[config.mk]
export PLATFORM = sky130hd
export DESIGN_NAME = rc4_decryptor
export DESIGN_NICKNAME = d
export VERILOG_FILES = /design/src/rtl/rc4_pkg.sv /design/src/rtl/trap_edge.sv /design/src/rtl/rc4_decryptor.sv
export SDC_FILE = /design/constraint.sdc
export NUM_CORES = 1
export LEC_CHECK = 0
export BUFFER_PORTS_ARGS = -buffer_cell sky130_fd_sc_hd__buf_4
export CELL_PAD_IN_SITES_DETAIL_PLACEMENT = 0
export CELL_PAD_IN_SITES_GLOBAL_PLACEMENT = 1
export CORE_ASPECT_RATIO = 1.5
export CORE_MARGIN = 4
export CORE_UTILIZATION = 46
export DETAILED_ROUTE_END_ITERATION = 8
export GPL_TIMING_DRIVEN = 0
export PLACE_DENSITY_LB_ADDON = 0.1
export SYNTH_ARGS = -nofsm -noshare
export SYNTH_HDL_FRONTEND = slang
export SYNTH_SLANG_ARGS = --single-unit
[constraint.sdc]
create_clock -name clk -period 2.6 [get_ports clk]
set_clock_uncertainty 0.1 [all_clocks]
set_input_delay 0.26 -clock clk [delete_from_list [all_inputs] [get_ports clk]]
set_output_delay 0.26 -clock clk [all_outputs]
set_load 0.01 [all_outputs]
[src/rtl/rc4_pkg.sv]
// Shared types and constants for the RC4 PRGA/decrypt stage.
package rc4_pkg;

  typedef enum logic [2:0] {
    IDLE,
    ADDR_I,
    READ_I,
    READ_J,
    WRITE_J,
    ADDR_F,
    READ_F,
    WRITE_D
  } state_t;

  localparam logic [7:0] ASCII_SPACE = 8'h20;
  localparam logic [7:0] ASCII_LO    = 8'h61;
  localparam logic [7:0] ASCII_HI    = 8'h7A;

  function automatic logic is_plain(input logic [7:0] b);
    return (b == ASCII_SPACE) || ((b >= ASCII_LO) && (b <= ASCII_HI));
  endfunction

endpackage

[src/rtl/trap_edge.sv]
// Rising-edge detector: registers a level input and pulses for one cycle after it goes high.
module trap_edge (
  input  logic clk,
  input  logic rst_n,
  input  logic sig_i,
  output logic rise_o
);

  logic sig_q, sig_qq;

  always_ff @(posedge clk or negedge rst_n) begin
    if (!rst_n) begin
      sig_q  <= 1'b0;
      sig_qq <= 1'b0;
    end else begin
      sig_q  <= sig_i;
      sig_qq <= sig_q;
    end
  end

  assign rise_o = sig_q & ~sig_qq;

endmodule

[src/rtl/rc4_decryptor.sv]
// RC4 PRGA stage: swaps S-RAM entries per byte and writes keystream XOR ciphertext to decrypted RAM.
// Optional macro RC4_PLAINTEXT_CHECK_EN aborts the pass on the first byte that is not space or a..z.
module rc4_decryptor
  import rc4_pkg::*;
#(
  parameter int RAM_WIDTH  = 8,
  parameter int RAM_LENGTH = 8,
  parameter int MSG_LENGTH = 32,
  parameter int MSG_ADDR_W = 5
) (
  input  logic                  clk,
  input  logic                  reset,
  input  logic                  start,
  output logic                  finished,
  input  logic [RAM_WIDTH-1:0]  s_ram_out,
  output logic [RAM_LENGTH-1:0] s_address,
  output logic [RAM_WIDTH-1:0]  s_ram_in,
  output logic                  s_write_enable,
  output logic [MSG_ADDR_W-1:0] rom_address,
  input  logic [RAM_WIDTH-1:0]  rom_out,
  output logic [MSG_ADDR_W-1:0] dec_address,
  output logic [RAM_WIDTH-1:0]  dec_data,
  output logic                  dec_write_enable,
  output logic                  key_invalid
);

  localparam logic [MSG_ADDR_W-1:0] K_LAST = MSG_ADDR_W'(MSG_LENGTH - 1);

  state_t                state_q, state_d;
  logic [RAM_LENGTH-1:0] i_q, i_d, j_q, j_d, s_addr_q, s_addr_d;
  logic [RAM_WIDTH-1:0]  si_q, si_d, sj_q, sj_d, f_q, f_d, enc_q, enc_d;
  logic [RAM_WIDTH-1:0]  s_din_q, s_din_d, dec_data_q, dec_data_d, dec_byte;
  logic [MSG_ADDR_W-1:0] k_q, k_d, rom_addr_q, rom_addr_d, dec_addr_q, dec_addr_d;
  logic                  s_we, dec_we, fin_q, fin_d, start_rise, bad_byte;

  trap_edge u_start_edge (
    .clk    (clk),
    .rst_n  (reset),
    .sig_i  (start),
    .rise_o (start_rise)
  );

  assign dec_byte = f_q ^ enc_q;

  always_ff @(posedge clk or negedge reset) begin
    if (!reset) begin
      state_q    <= IDLE;
      i_q        <= '0;
      j_q        <= '0;
      k_q        <= '0;
      si_q       <= '0;
      sj_q       <= '0;
      f_q        <= '0;
      enc_q      <= '0;
      s_addr_q   <= '0;
      s_din_q    <= '0;
      rom_addr_q <= '0;
      dec_addr_q <= '0;
      dec_data_q <= '0;
      fin_q      <= 1'b0;
    end else begin
      state_q    <= state_d;
      i_q        <= i_d;
      j_q        <= j_d;
      k_q        <= k_d;
      si_q       <= si_d;
      sj_q       <= sj_d;
      f_q        <= f_d;
      enc_q      <= enc_d;
      s_addr_q   <= s_addr_d;
      s_din_q    <= s_din_d;
      rom_addr_q <= rom_addr_d;
      dec_addr_q <= dec_addr_d;
      dec_data_q <= dec_data_d;
      fin_q      <= fin_d;
    end
  end

  // Address/data outputs are the _d values so they hold their last value when a state leaves them alone.
  always_comb begin
    state_d    = state_q;
    i_d        = i_q;
    j_d        = j_q;
    k_d        = k_q;
    si_d       = si_q;
    sj_d       = sj_q;
    f_d        = f_q;
    enc_d      = enc_q;
    s_addr_d   = s_addr_q;
    s_din_d    = s_din_q;
    rom_addr_d = rom_addr_q;
    dec_addr_d = dec_addr_q;
    dec_data_d = dec_data_q;
    s_we       = 1'b0;
    dec_we     = 1'b0;
    fin_d      = 1'b0;
    case (state_q)
      IDLE: begin
        if (start_rise) begin
          state_d = ADDR_I;
          i_d     = RAM_LENGTH'(1);
          j_d     = '0;
          k_d     = '0;
        end
      end
      ADDR_I: begin
        s_addr_d = i_q;
        state_d  = READ_I;
      end
      READ_I: begin
        si_d     = s_ram_out;
        j_d      = j_q + RAM_LENGTH'(s_ram_out);
        s_addr_d = j_d;
        state_d  = READ_J;
      end
      READ_J: begin
        sj_d     = s_ram_out;
        s_addr_d = i_q;
        s_din_d  = s_ram_out;
        s_we     = 1'b1;
        state_d  = WRITE_J;
      end
      WRITE_J: begin
        s_addr_d = j_q;
        s_din_d  = si_q;
        s_we     = 1'b1;
        state_d  = ADDR_F;
      end
      ADDR_F: begin
        s_addr_d   = RAM_LENGTH'(si_q) + RAM_LENGTH'(sj_q);
        rom_addr_d = k_q;
        state_d    = READ_F;
      end
      READ_F: begin
        f_d     = s_ram_out;
        enc_d   = rom_out;
        state_d = WRITE_D;
      end
      WRITE_D: begin
        dec_addr_d = k_q;
        dec_data_d = dec_byte;
        dec_we     = 1'b1;
        if ((k_q == K_LAST) || bad_byte) begin
          state_d = IDLE;
          fin_d   = 1'b1;
        end else begin
          k_d     = k_q + MSG_ADDR_W'(1);
          i_d     = i_q + RAM_LENGTH'(1);
          state_d = ADDR_I;
        end
      end
      default: state_d = IDLE;
    endcase
  end

  assign s_address        = s_addr_d;
  assign s_ram_in         = s_din_d;
  assign s_write_enable   = s_we;
  assign rom_address      = rom_addr_d;
  assign dec_address      = dec_addr_d;
  assign dec_data         = dec_data_d;
  assign dec_write_enable = dec_we;
  assign finished         = fin_q;

`ifdef RC4_PLAINTEXT_CHECK_EN
  logic kinv_q;

  assign bad_byte = !is_plain(dec_byte[7:0]);

  // Sticky until the next start edge so the controller can read it after the finished pulse.
  always_ff @(posedge clk or negedge reset) begin
    if (!reset) begin
      kinv_q <= 1'b0;
    end else if (start_rise) begin
      kinv_q <= 1'b0;
    end else if ((state_q == WRITE_D) && bad_byte) begin
      kinv_q <= 1'b1;
    end
  end

  assign key_invalid = kinv_q;
`else
  assign bad_byte    = 1'b0;
  assign key_invalid = 1'b0;
`endif

endmodule

; Yosys cells after proc, flatten, opt, wreduce, memory -nomap -nowiden
; Cells that the tools add are included.
[totals]
in_bits = 19
reg_bits = 93
[classes]
n_reduce_logical = 7
n_mux = 20
n_bitwise = 3
eq_ne = 10
n_addsub = 4
[op_table]
columns = operator, count
row1 = one-hot mux 8 bit (2 select lines), 3
row2 = 2-to-1 mux 8 bit, 4
row3 = one-hot mux 8 bit (4 select lines), 1
row4 = one-hot mux 3 bit (8 select lines), 1
row5 = 2-to-1 mux 5 bit, 4
row6 = adder 8 bit, 2
row7 = equality test 3 bit (second input constant), 4
row8 = one-hot mux 5 bit (2 select lines), 1
row9 = adder 8 x 1 -> 8 bit (second input constant), 1
row10 = bitwise XOR 8 bit, 1
row11 = equality test 3 x 2 -> 1 bit (second input constant), 2
row12 = adder 5 x 1 -> 5 bit (second input constant), 1
row13 = equality test 5 bit (second input constant), 1
row14 = 2-to-1 mux 1 bit, 5
row15 = != test 2 bit (second input constant), 2
row16 = nonzero test 2 bit, 2
row17 = OR reduction 2 bit, 2
row18 = equality test 3 x 1 -> 1 bit (second input constant), 1
row19 = zero test 3 bit, 1
row20 = 2-to-1 mux 3 bit, 1
row21 = AND reduction 3 bit, 1
row22 = AND reduction 2 bit, 1
row23 = bitwise AND 1 bit, 1
row24 = inverter 1 bit, 1

; Longest topological paths before layout
; Gate-level depths: netlist of run 1.
[depth]
ltp_word = 4
ltp_mapped = 8
mapped_depth_nobuf = 8

; Cells and area by module
; A second synthesis of run 1 with hierarchy kept.
[hier_totals]
cells_unflattened = 437
area_unflattened_um2 = 4743.3
[modules_own_cells]
columns = module, area_each_um2, n_inst, cells_per_inst
row1 = rc4_decryptor, 4679.5, 1, 434
row2 = trap_edge, 63.8, 1, 3

; Least setup slack after synthesis of run 1
; OpenSTA, ideal clock, no wires.
[synth_path]
path_type = reg-to-output
startpoint = register j_q[0]
endpoint = output s_address[4]
required_ns = 2.240
arrival_time_ns = 1.893
n_path_buf = 0
path_slack_ns = 0.347
stages_incl_launch_ff = 8
path_cell_list = dfrtp_1 > ha_1 > fa_1 > a21o_1 > a21oi_1 > xor2_1 > nor2_1 > o32a_1
[synth_between]
elab_chain_len = 2
[synth_lines]
columns = element, line
row1 = start: declaration, rc4_decryptor.sv:30  ; logic [RAM_LENGTH-1:0] i_q, i_d, j_q, j_d, s_addr_q, s_addr_d;
row2 = start signal: assignment, rc4_decryptor.sv:64  ; j_q <= j_d;
row3 = adder 8 bit, rc4_decryptor.sv:112  ; j_d = j_q + RAM_LENGTH'(s_ram_out);
row4 = one-hot mux 8 bit (4 select lines), rc4_decryptor.sv:97  ; case (state_q)
row5 = end: declaration, rc4_decryptor.sv:16  ; output logic [RAM_LENGTH-1:0] s_address,
; Every way passes these cells.

; Final worst setup path of run 1
; Ends and elaborated chain as after synthesis.

==> impl_results.html, run 1 <==
<table>
<tr><th>Metric</th><th>Value</th></tr>
<tr><th colspan="2">Outcome</th></tr>
<tr><td>Result of the run</td><td>complete, but fails checks</td></tr>
<tr><td>Violated checks</td><td>setup timing</td></tr>
<tr><th colspan="2">Critical path</th></tr>
<tr><td>Slowest cell delay on critical path</td><td>410 ps</td></tr>
<tr><td>Element type at the critical path start</td><td>register</td></tr>
<tr><td>Series of cell instances along the critical path</td><td>ha_4 -&gt; fa_2 -&gt; a21o_1 -&gt; a21oi_2 -&gt; xor2_1 -&gt; nor2_1 -&gt; o32a_1 -&gt; buf_6</td></tr>
<tr><td>Cell count of the worst reg-to-reg path</td><td>8</td></tr>
<tr><td>Biggest fanout along the worst timing path</td><td>3</td></tr>
<tr><td>Highest-delay cell along the critical path</td><td>sky130_fd_sc_hd__dfrtp_1</td></tr>
<tr><td>Endpoint class of the critical path</td><td>output pin</td></tr>
<tr><td>Critical path data arrival time</td><td>2340 ps</td></tr>
<tr><td>Launching point of the worst reg2reg path</td><td>k_q[0]</td></tr>
<tr><td>WS Path Type</td><td>reg2out</td></tr>
<tr><td>Worst reg2reg path endpoint</td><td>i_q[6]</td></tr>
<tr><td>Data required time at the worst endpoint</td><td>2240 ps</td></tr>
<tr><td>Flop2flop setup slack</td><td>250 ps</td></tr>
<tr><th colspan="2">Cells and area</th></tr>
<tr><td>Post-Layout Cell Count</td><td>647</td></tr>
<tr><td>Growth of design area from synthesis to finish</td><td>26.5%</td></tr>
<tr><td>Filler cell count in the final layout</td><td>893</td></tr>
<tr><td>Nets</td><td>565</td></tr>
<tr><td>Share of final-layout standard cells stronger than drive strength 1</td><td>0.316</td></tr>
<tr><td>Core Util, Final</td><td>0.600</td></tr>
<tr><td>Diode count</td><td>0</td></tr>
<tr><th colspan="2">Pwr</th></tr>
<tr><td>Highest ir drop seen on vdd</td><td>0.000699 V</td></tr>
<tr><td>Combinational share of power</td><td>0.551</td></tr>
<tr><td>Static Leak</td><td>2.77 nW</td></tr>
<tr><td>Share of power burned in registers</td><td>0.286</td></tr>
<tr><td>Power consumption</td><td>8.98 mW</td></tr>
<tr><td>Share of total power consumed by net switching</td><td>0.408</td></tr>
<tr><td>Int Pwr</td><td>5.32 mW</td></tr>
<tr><td>Net switching power figure</td><td>3.66 mW</td></tr>
<tr><td>Part of the total power dissipated in the clock network</td><td>0.163</td></tr>
<tr><td>Pwr Density</td><td>1530 nW/um^2</td></tr>
<tr><th colspan="2">STA</th></tr>
<tr><td>Actual transition at the worst max-transition pin</td><td>1190 ps</td></tr>
<tr><td>Number of hold violations in the final report</td><td>0</td></tr>
<tr><td>Final count of pins violating max slew</td><td>0</td></tr>
<tr><td>Setup-failing EPs final</td><td>3</td></tr>
<tr><td>Max-Slew Margin vs Limit</td><td>0.205</td></tr>
<tr><td>Period Utilization, post-route</td><td>1.04</td></tr>
<tr><td>Achievable frequency</td><td>370 MHz</td></tr>
<tr><td>Final worst-path setup slack</td><td>-99.7 ps</td></tr>
<tr><td>Worst Hold Slack</td><td>42.5 ps</td></tr>
<tr><td>RSZ-0062 raised after global routing</td><td>yes</td></tr>
<tr><td>Post-route minimum period</td><td>2700 ps</td></tr>
<tr><th colspan="2">Detailed routing</th></tr>
<tr><td>Initial DRC count</td><td>201</td></tr>
<tr><td>Wire length per cell</td><td>19.3 um</td></tr>
<tr><td>Vias</td><td>3,750</td></tr>
<tr><td>Routed wire length</td><td>12,500 um</td></tr>
<tr><td>DRT Pass-1 Iters</td><td>5</td></tr>
<tr><td>Number of vias per cell after detailed routing</td><td>5.80</td></tr>
<tr><td>ANT nets after route</td><td>0</td></tr>
<tr><td>DRC violations left</td><td>0</td></tr>
<tr><th colspan="2">Place</th></tr>
<tr><td>Placed wire-length estimate after detailed placement</td><td>8720 um</td></tr>
<tr><td>Number of buffer cells added on primary ports</td><td>55</td></tr>
<tr><td>Weighted congestion reported at the end of routability-driven placement</td><td>0.903</td></tr>
<tr><td>Placed instance count</td><td>616</td></tr>
<tr><td>Post-placement setup slack</td><td>27.7 ps</td></tr>
<tr><th colspan="2">Floorplanning</th></tr>
<tr><td>Die ar.</td><td>11,800 sq um</td></tr>
<tr><td>Effective utilization at floorplan</td><td>0.474</td></tr>
<tr><td>Total core area</td><td>9800 sq um</td></tr>
<tr><td>DIE HEIGHT</td><td>131 um</td></tr>
<tr><td>Count of pins on the block boundary</td><td>57</td></tr>
<tr><td>Placement row count</td><td>44</td></tr>
<tr><td>Die width</td><td>90.1 um</td></tr>
<tr><th colspan="2">Clocking</th></tr>
<tr><td>Number of levels the H-tree was split into</td><td>3</td></tr>
<tr><td>Later-pin clock latency in the skew report</td><td>350 ps</td></tr>
<tr><td>Clock sink count</td><td>93</td></tr>
<tr><td>Clock-pin slew of the registers on the worst-case setup and hold paths</td><td>70 ps</td></tr>
<tr><td>Clock tree from TritonCTS</td><td>yes</td></tr>
<tr><td>Clk buf depth</td><td>2</td></tr>
<tr><td>Clock buffers created by TritonCTS</td><td>9</td></tr>
<tr><td>Clock tree root driver cell</td><td>sky130_fd_sc_hd__clkbuf_16</td></tr>
<tr><th colspan="2">Logic synthesis</th></tr>
<tr><td>Cells after synthesis</td><td>446</td></tr>
<tr><td>Count of synthesis-stage warnings from yosys</td><td>0</td></tr>
<tr><td>Post-Synthesis Net Count</td><td>484</td></tr>
<tr><td>Leading area contributor after synthesis</td><td>sky130_fd_sc_hd__dfrtp_1</td></tr>
<tr><td>Fraction of post-synthesis cell area in the top cell type by area</td><td>0.501</td></tr>
<tr><td>Sequential share of the synthesized area</td><td>0.501</td></tr>
<tr><td>Yosys cell types</td><td>48</td></tr>
<tr><td>Total of flip-flops plus latches after synthesis</td><td>93</td></tr>
<tr><td>Synth area leaders</td><td>sky130_fd_sc_hd__dfrtp_1, sky130_fd_sc_hd__mux2_2, sky130_fd_sc_hd__nand2_1</td></tr>
<tr><td>Count of flip-flops with a built-in enable after synthesis</td><td>0</td></tr>
<tr><td>Post-synth design cell area</td><td>4650 sq um</td></tr>
<tr><td>Share of synthesized registers carrying an async set or reset</td><td>1.00</td></tr>
<tr><td>Most used flip-flop cell after synthesis</td><td>sky130_fd_sc_hd__dfrtp_1</td></tr>
<tr><td>Average cell area after synthesis</td><td>10.4 sq um</td></tr>
<tr><th colspan="2">Hold path</th></tr>
<tr><td>Hold crit path type</td><td>in2reg</td></tr>
<tr><td>Origin of the worst min-delay path</td><td>rom_out[2]</td></tr>
<tr><td>Terminating pin of the worst hold path</td><td>enc_q[2]</td></tr>
<tr><td>Min-Delay Path Depth</td><td>2</td></tr>
<tr><th colspan="2">Global route</th></tr>
<tr><td>Tot GR Track Use</td><td>0.214</td></tr>
<tr><td>Via count of the first global-routing pass</td><td>3,876</td></tr>
<tr><td>Wire length of the first global-routing pass</td><td>19,900 um</td></tr>
<tr><td>Initial antenna violation count</td><td>0</td></tr>
<tr><td>Congestion Overflow GR</td><td>0</td></tr>
<tr><td>Largest net degree at the start of global routing</td><td>94</td></tr>
<tr><th colspan="2">Job</th></tr>
<tr><td>Max-Cap Viols</td><td>0</td></tr>
</table>
[cell families (layout without fill, tap and decap cells)]
family | count (synthesis) | after routing | synth area share
other cells | 1 | 1 | 0.000807
mux | 35 | 35 | 0.0834
compound gates | 113 | 113 | 0.164
simple gates | 130 | 130 | 0.122
flops | 93 | 93 | 0.501
buf+inv | 29 | 115 | 0.0258
fa+ha+maj | 19 | 19 | 0.0544
xor+xnor | 26 | 26 | 0.0490
[sequential cells by signal, summed over array words and instances, names as in the netlist]
name	flops
dec_addr_q	5
dec_data_q	8
enc_q	8
f_q	8
finished	1
i_q	8
j_q	8
k_q	5
rom_addr_q	5
s_addr_q	8
s_din_q	8
si_q	8
sj_q	8
state_q	3
u_start_edge.sig_q	1
u_start_edge.sig_qq	1
[worst max-delay path, delay by kind of cell, from the launching register on]
kind,cells,cell delay [ps]
compound gates,3,680
buf+inv,1,140
simple gates,1,80
fa+ha+maj,2,530
xor+xnor,1,150
flops,1,410
[synth_stat cells (all sizes together) (2+ instances only)]
library cell and number:
dfrtp 93, nand2 77, mux2 30, a21oi 26, o21ai 19, nor2 18
a22oi 17, ha 17, nand3 15, xnor2 14, a211oi 12, clkbuf 12
xor2 12, buf 11, a21o 8, o22a 8, a22o 6, inv 6
nor3 6, mux2i 5, nand4 3, o211ai 3, o22ai 3, or3 3
and3 2, fa 2, o21bai 2, o311ai 2
[power by group through the flow]
stage | logic (mW) | clock network, mW | registers [mW]
5_1_grt | 5.41 | 1.55 | 2.63
3_5_place_dp | 4.31 | 0 | 2.56
2_1_floorplan | 2.86 | 0 | 2.42
3_3_place_gp | 4.25 | 0 | 2.54
6_report | 4.95 | 1.46 | 2.57
4_1_cts | 4.73 | 1.49 | 2.55
[area by class of cell]
cell class                 instances  area (sq um)  share of cell area
multi-input combinational        324          2400               0.409
sequential                        93          2330               0.396
timing repair buffer              71           539              0.0917
clock buffer                      10           239              0.0406
tap                              115           144              0.0245
buffer                            22           110              0.0187
clock inverter                     6          92.6              0.0157
inverter                           6          22.5             0.00383
[layer usage]
| layer | part of all wire | global-route usage | vias to the layer above |
|---|---|---|---|
| met4 | 0.029 | 0.0920 | 0 |
| met5 | 0 | 0 | - |
| met1 | 0.40 | 0.251 | 1856 |
| li1 | - | - | 1767 |
| met2 | 0.52 | 0.380 | 103 |
| met3 | 0.043 | 0.0418 | 24 |
[worst max path at each step]
stage	startpoint	end	slack, ps
after floorplan	j_q[0]	s_address[4]	350
after global placement	s_ram_out[0]	s_address[6]	30
after detailed placement	s_ram_out[0]	s_address[6]	30
after CTS	j_q[0]	s_address[4]	-210
after global routing	j_q[0]	s_address[4]	-190
final	j_q[0]	s_address[4]	-100
[placed cells by master, fill, tap and decap left out, types with 6 or more instances in the layout]
master                      count
sky130_fd_sc_hd__a211oi_1       6
sky130_fd_sc_hd__a21o_1         8
sky130_fd_sc_hd__a21oi_1       22
sky130_fd_sc_hd__a22o_1         6
sky130_fd_sc_hd__a22oi_1       17
sky130_fd_sc_hd__buf_2          8
sky130_fd_sc_hd__buf_4         70
sky130_fd_sc_hd__clkbuf_16      9
sky130_fd_sc_hd__dfrtp_1       92
sky130_fd_sc_hd__ha_1          10
sky130_fd_sc_hd__ha_4           6
sky130_fd_sc_hd__mux2_2        30
sky130_fd_sc_hd__nand2_1       76
sky130_fd_sc_hd__nand3_1       15
sky130_fd_sc_hd__nor2_1        17
sky130_fd_sc_hd__o21ai_0       14
sky130_fd_sc_hd__o22a_1         8
sky130_fd_sc_hd__xnor2_1       13
sky130_fd_sc_hd__xor2_1        11
[what timing repair did]
item	in CTS	in global routing
setup endpoints to repair	15	28
setup buffers	10	5
cloned	0	0
hold endpoints to repair	1	0
gates resized for setup	33	23
pin swaps	14	10
hold buffers	1	0
[per-stage QoR]
step	instance area, sq um	setup TNS, ps
detailed placement	5210	0
floorplan	4650	0
finish	5880	-187
global placement	5210	0
global route	5880	-429
CTS	5740	-434
(Power assumes the default switching activity.)
==> run 2: changes to the inputs <==
==> constraint.sdc (replaced) <==
create_clock -name clk -period 2.6 [get_ports clk]
set_clock_uncertainty 0.1 [all_clocks]
set_input_delay 0.26 -clock clk [delete_from_list [all_inputs] [get_ports clk]]
set_output_delay 0.26 -clock clk [all_outputs]
set_load 0.005 [all_outputs]
==> run 2 against run 1 <==
The flow still finishes with violations (setup timing). Die area stayed put. Register-to-register slack worse by 40 ps. Maximum frequency is 0.55% lower. Sequential share of layout area shrank 0.092 points. Clock power is essentially flat. Critical path type unchanged.
==> impl_results.html, run 2 (synthesized netlist as in run 1, its figures left out) <==
<table>
<tr><th>Metric</th><th>Value</th></tr>
<tr><th colspan="2">Outcome</th></tr>
<tr><td>Result of the run</td><td>complete, but fails checks</td></tr>
<tr><td>Violated checks</td><td>setup timing</td></tr>
<tr><th colspan="2">Hold path</th></tr>
<tr><td>Origin of the worst min-delay path</td><td>rom_out[2]</td></tr>
<tr><td>Terminating pin of the worst hold path</td><td>enc_q[2]</td></tr>
<tr><td>Hold crit path type</td><td>in2reg</td></tr>
<tr><td>Min-Delay Path Depth</td><td>2 (unchanged)</td></tr>
<tr><th colspan="2">Critical path</th></tr>
<tr><td>Cell count of the worst reg-to-reg path</td><td>12 (+4)</td></tr>
<tr><td>Launching point of the worst reg2reg path</td><td>j_q[0]</td></tr>
<tr><td>WS Path Type</td><td>reg2out</td></tr>
<tr><td>Critical path data arrival time</td><td>2350 ps (about the same)</td></tr>
<tr><td>Biggest fanout along the worst timing path</td><td>3 (unchanged)</td></tr>
<tr><td>Flop2flop setup slack</td><td>210 ps (-40 ps)</td></tr>
<tr><td>Data required time at the worst endpoint</td><td>2240 ps (about the same)</td></tr>
<tr><td>Element type at the critical path start</td><td>register</td></tr>
<tr><td>Endpoint class of the critical path</td><td>output pin</td></tr>
<tr><td>Worst reg2reg path endpoint</td><td>s_addr_q[2]</td></tr>
<tr><th colspan="2">STA</th></tr>
<tr><td>RSZ-0062 raised after global routing</td><td>yes</td></tr>
<tr><td>Number of hold violations in the final report</td><td>0 (unchanged)</td></tr>
<tr><td>Achievable frequency</td><td>368 MHz (-0.55%)</td></tr>
<tr><td>Post-route minimum period</td><td>2710 ps (+15.0 ps)</td></tr>
<tr><td>Period Utilization, post-route</td><td>1.04 (+0.00575)</td></tr>
<tr><td>Final worst-path setup slack</td><td>-115 ps (-15.0 ps)</td></tr>
<tr><td>Final count of pins violating max slew</td><td>0 (unchanged)</td></tr>
<tr><td>Max-Slew Margin vs Limit</td><td>0.199 (-0.00521)</td></tr>
<tr><td>Setup-failing EPs final</td><td>4 (+1)</td></tr>
<tr><td>Post-route setup TNS</td><td>-228 ps (-40.7 ps)</td></tr>
<tr><td>Actual transition at the worst max-transition pin</td><td>1200 ps (+7.82 ps)</td></tr>
<tr><th colspan="2">Clocking</th></tr>
<tr><td>Clk buf depth</td><td>2 (unchanged)</td></tr>
<tr><td>Number of levels the H-tree was split into</td><td>3 (unchanged)</td></tr>
<tr><td>Clock buffers created by TritonCTS</td><td>9 (unchanged)</td></tr>
<tr><td>Clock sink count</td><td>93 (unchanged)</td></tr>
<tr><td>Later-pin clock latency in the skew report</td><td>350 ps (about the same)</td></tr>
<tr><td>Clock tree from TritonCTS</td><td>yes</td></tr>
<tr><td>Clock-pin slew of the registers on the worst-case setup and hold paths</td><td>70 ps (about the same)</td></tr>
<tr><td>Clock tree root driver cell</td><td>sky130_fd_sc_hd__clkbuf_16</td></tr>
<tr><th colspan="2">Pwr</th></tr>
<tr><td>Pwr Density</td><td>1490 nW/um^2 (-2.3%)</td></tr>
<tr><td>Power consumption</td><td>8.79 mW (-2.0%)</td></tr>
<tr><td>Static Leak</td><td>2.78 nW (+0.38%)</td></tr>
<tr><td>Highest ir drop seen on vdd</td><td>0.000605 V (-13%)</td></tr>
<tr><th colspan="2">Global route</th></tr>
<tr><td>Wire length of the first global-routing pass</td><td>19,800 um (-0.52%)</td></tr>
<tr><td>Congestion Overflow GR</td><td>0 (unchanged)</td></tr>
<tr><td>Initial antenna violation count</td><td>0 (unchanged)</td></tr>
<tr><td>Largest net degree at the start of global routing</td><td>94 (unchanged)</td></tr>
<tr><td>Via count of the first global-routing pass</td><td>3,870 (-0.15%)</td></tr>
<tr><td>Tot GR Track Use</td><td>0.213 (-0.000998)</td></tr>
<tr><th colspan="2">Cells and area</th></tr>
<tr><td>Leading cell type in the layout, fill and taps excluded</td><td>sky130_fd_sc_hd__dfrtp_1</td></tr>
<tr><td>Share of final-layout standard cells stronger than drive strength 1</td><td>0.318 (+0.00197)</td></tr>
<tr><td>Diode count</td><td>0 (unchanged)</td></tr>
<tr><td>Filler cell count in the final layout</td><td>886 (-0.78%)</td></tr>
<tr><td>Top library cells by usage in the layout, fill and taps aside</td><td>sky130_fd_sc_hd__dfrtp_1, sky130_fd_sc_hd__nand2_1, sky130_fd_sc_hd__buf_4</td></tr>
<tr><td>Nets</td><td>568 (+0.53%)</td></tr>
<tr><td>Growth of design area from synthesis to finish</td><td>26.7%</td></tr>
<tr><th colspan="2">Floorplanning</th></tr>
<tr><td>Total core area</td><td>9800 sq um (unchanged)</td></tr>
<tr><td>DIE HEIGHT</td><td>131 um (unchanged)</td></tr>
<tr><td>Count of pins on the block boundary</td><td>57 (unchanged)</td></tr>
<tr><td>Placement row count</td><td>44 (unchanged)</td></tr>
<tr><td>Die width</td><td>90.1 um (unchanged)</td></tr>
<tr><td>Effective utilization at floorplan</td><td>0.474 (unchanged)</td></tr>
<tr><td>Die ar.</td><td>11,800 sq um (unchanged)</td></tr>
<tr><th colspan="2">Place</th></tr>
<tr><td>Number of buffer cells added on primary ports</td><td>55 (unchanged)</td></tr>
<tr><td>Placed wire-length estimate after detailed placement</td><td>8720 um (unchanged)</td></tr>
<tr><td>Weighted congestion reported at the end of routability-driven placement</td><td>0.903 (unchanged)</td></tr>
<tr><td>Post-placement setup slack</td><td>38.9 ps (+11.2 ps)</td></tr>
<tr><th colspan="2">Detailed routing</th></tr>
<tr><td>Routed wire length</td><td>12,500 um (about the same)</td></tr>
<tr><td>ANT nets after route</td><td>0 (unchanged)</td></tr>
<tr><td>Vias</td><td>3,733 (-0.45%)</td></tr>
<tr><td>Initial DRC count</td><td>216 (+7.5%)</td></tr>
<tr><td>DRC violations left</td><td>0 (unchanged)</td></tr>
<tr><td>Number of vias per cell after detailed routing</td><td>5.74 (-0.91%)</td></tr>
<tr><td>DRT Pass-1 Iters</td><td>5 (unchanged)</td></tr>
<tr><td>Wire length per cell</td><td>19.2 um (-0.42%)</td></tr>
<tr><th colspan="2">Job</th></tr>
<tr><td>Max-Cap Viols</td><td>0 (unchanged)</td></tr>
</table>
## run 2: power by group
| part | switching (mW) | internal (mW) | total, mW |
|---|---|---|---|
| registers | 0.479 | 2.09 | 2.56 |
| clock network | 0.585 | 0.876 | 1.46 |
| logic | 2.42 | 2.35 | 4.77 |
| total | 3.48 | 5.31 | 8.79 |
## run 2: worst max path at each step
stage,start,end,slack [ps],depth (start not counted)
after floorplan,j_q[0],s_address[4],370,7
after global placement,s_ram_out[0],s_address[6],40,9
after detailed placement,s_ram_out[0],s_address[6],40,9
after CTS,j_q[0],s_address[4],-200,8
after global routing,j_q[0],s_address[4],-190,8
final,j_q[0],s_address[4],-110,8
## run 2: routing by layer
metal,track usage,vias up,routed length (um)
met5,0,-,0
met2,0.378,91,6530
met4,0.0928,0,400
li1,-,1771,-
met1,0.249,1844,5010
met3,0.0423,27,536
## run 2: final cells by class
| type | count | area [sq um] | share of cell area |
|---|---|---|---|
| Buffer | 22 | 105 | 0.0178 |
| Inverter | 6 | 22.5 | 0.00382 |
| Sequential cell | 93 | 2330 | 0.395 |
| Timing Repair Buffer | 74 | 562 | 0.0953 |
| Multi-Input combinational cell | 324 | 2400 | 0.407 |
| Tap cell | 115 | 144 | 0.0244 |
| Clock buffer | 10 | 239 | 0.0406 |
| Clock inverter | 6 | 92.6 | 0.0157 |
## run 2: metrics by stage
step / instances / util / cell area (sq um) / hold WS [ps]
final: 650 / 0.601 / 5890 / 42.6
after global routing: 650 / 0.601 / 5890 / 31.9
after CTS: 642 / 0.583 / 5710 / 31.2
after detailed placement: 616 / 0.531 / 5210 / 272
after global placement: 616 / 0.531 / 5210 / 271
after floorplan: 446 / - / 4650 / -136
## run 2: what timing repair did
action,in CTS,in global routing
pin swaps,10,10
cloned,0,0
resized for setup,29,24
hold buffers,1,0
setup buffers,9,9
hold endpoints to repair,1,0
setup endpoints to repair,15,27
## run 2: critical path, stage by stage, from the launching register on
cell and delay, ps:
sky130_fd_sc_hd__dfrtp_1 400, sky130_fd_sc_hd__ha_4 170, sky130_fd_sc_hd__fa_2 370, sky130_fd_sc_hd__a21o_1 180
sky130_fd_sc_hd__a21oi_2 150, sky130_fd_sc_hd__xor2_1 160, sky130_fd_sc_hd__nor2_1 70, sky130_fd_sc_hd__o32a_1 360
sky130_fd_sc_hd__buf_4 150
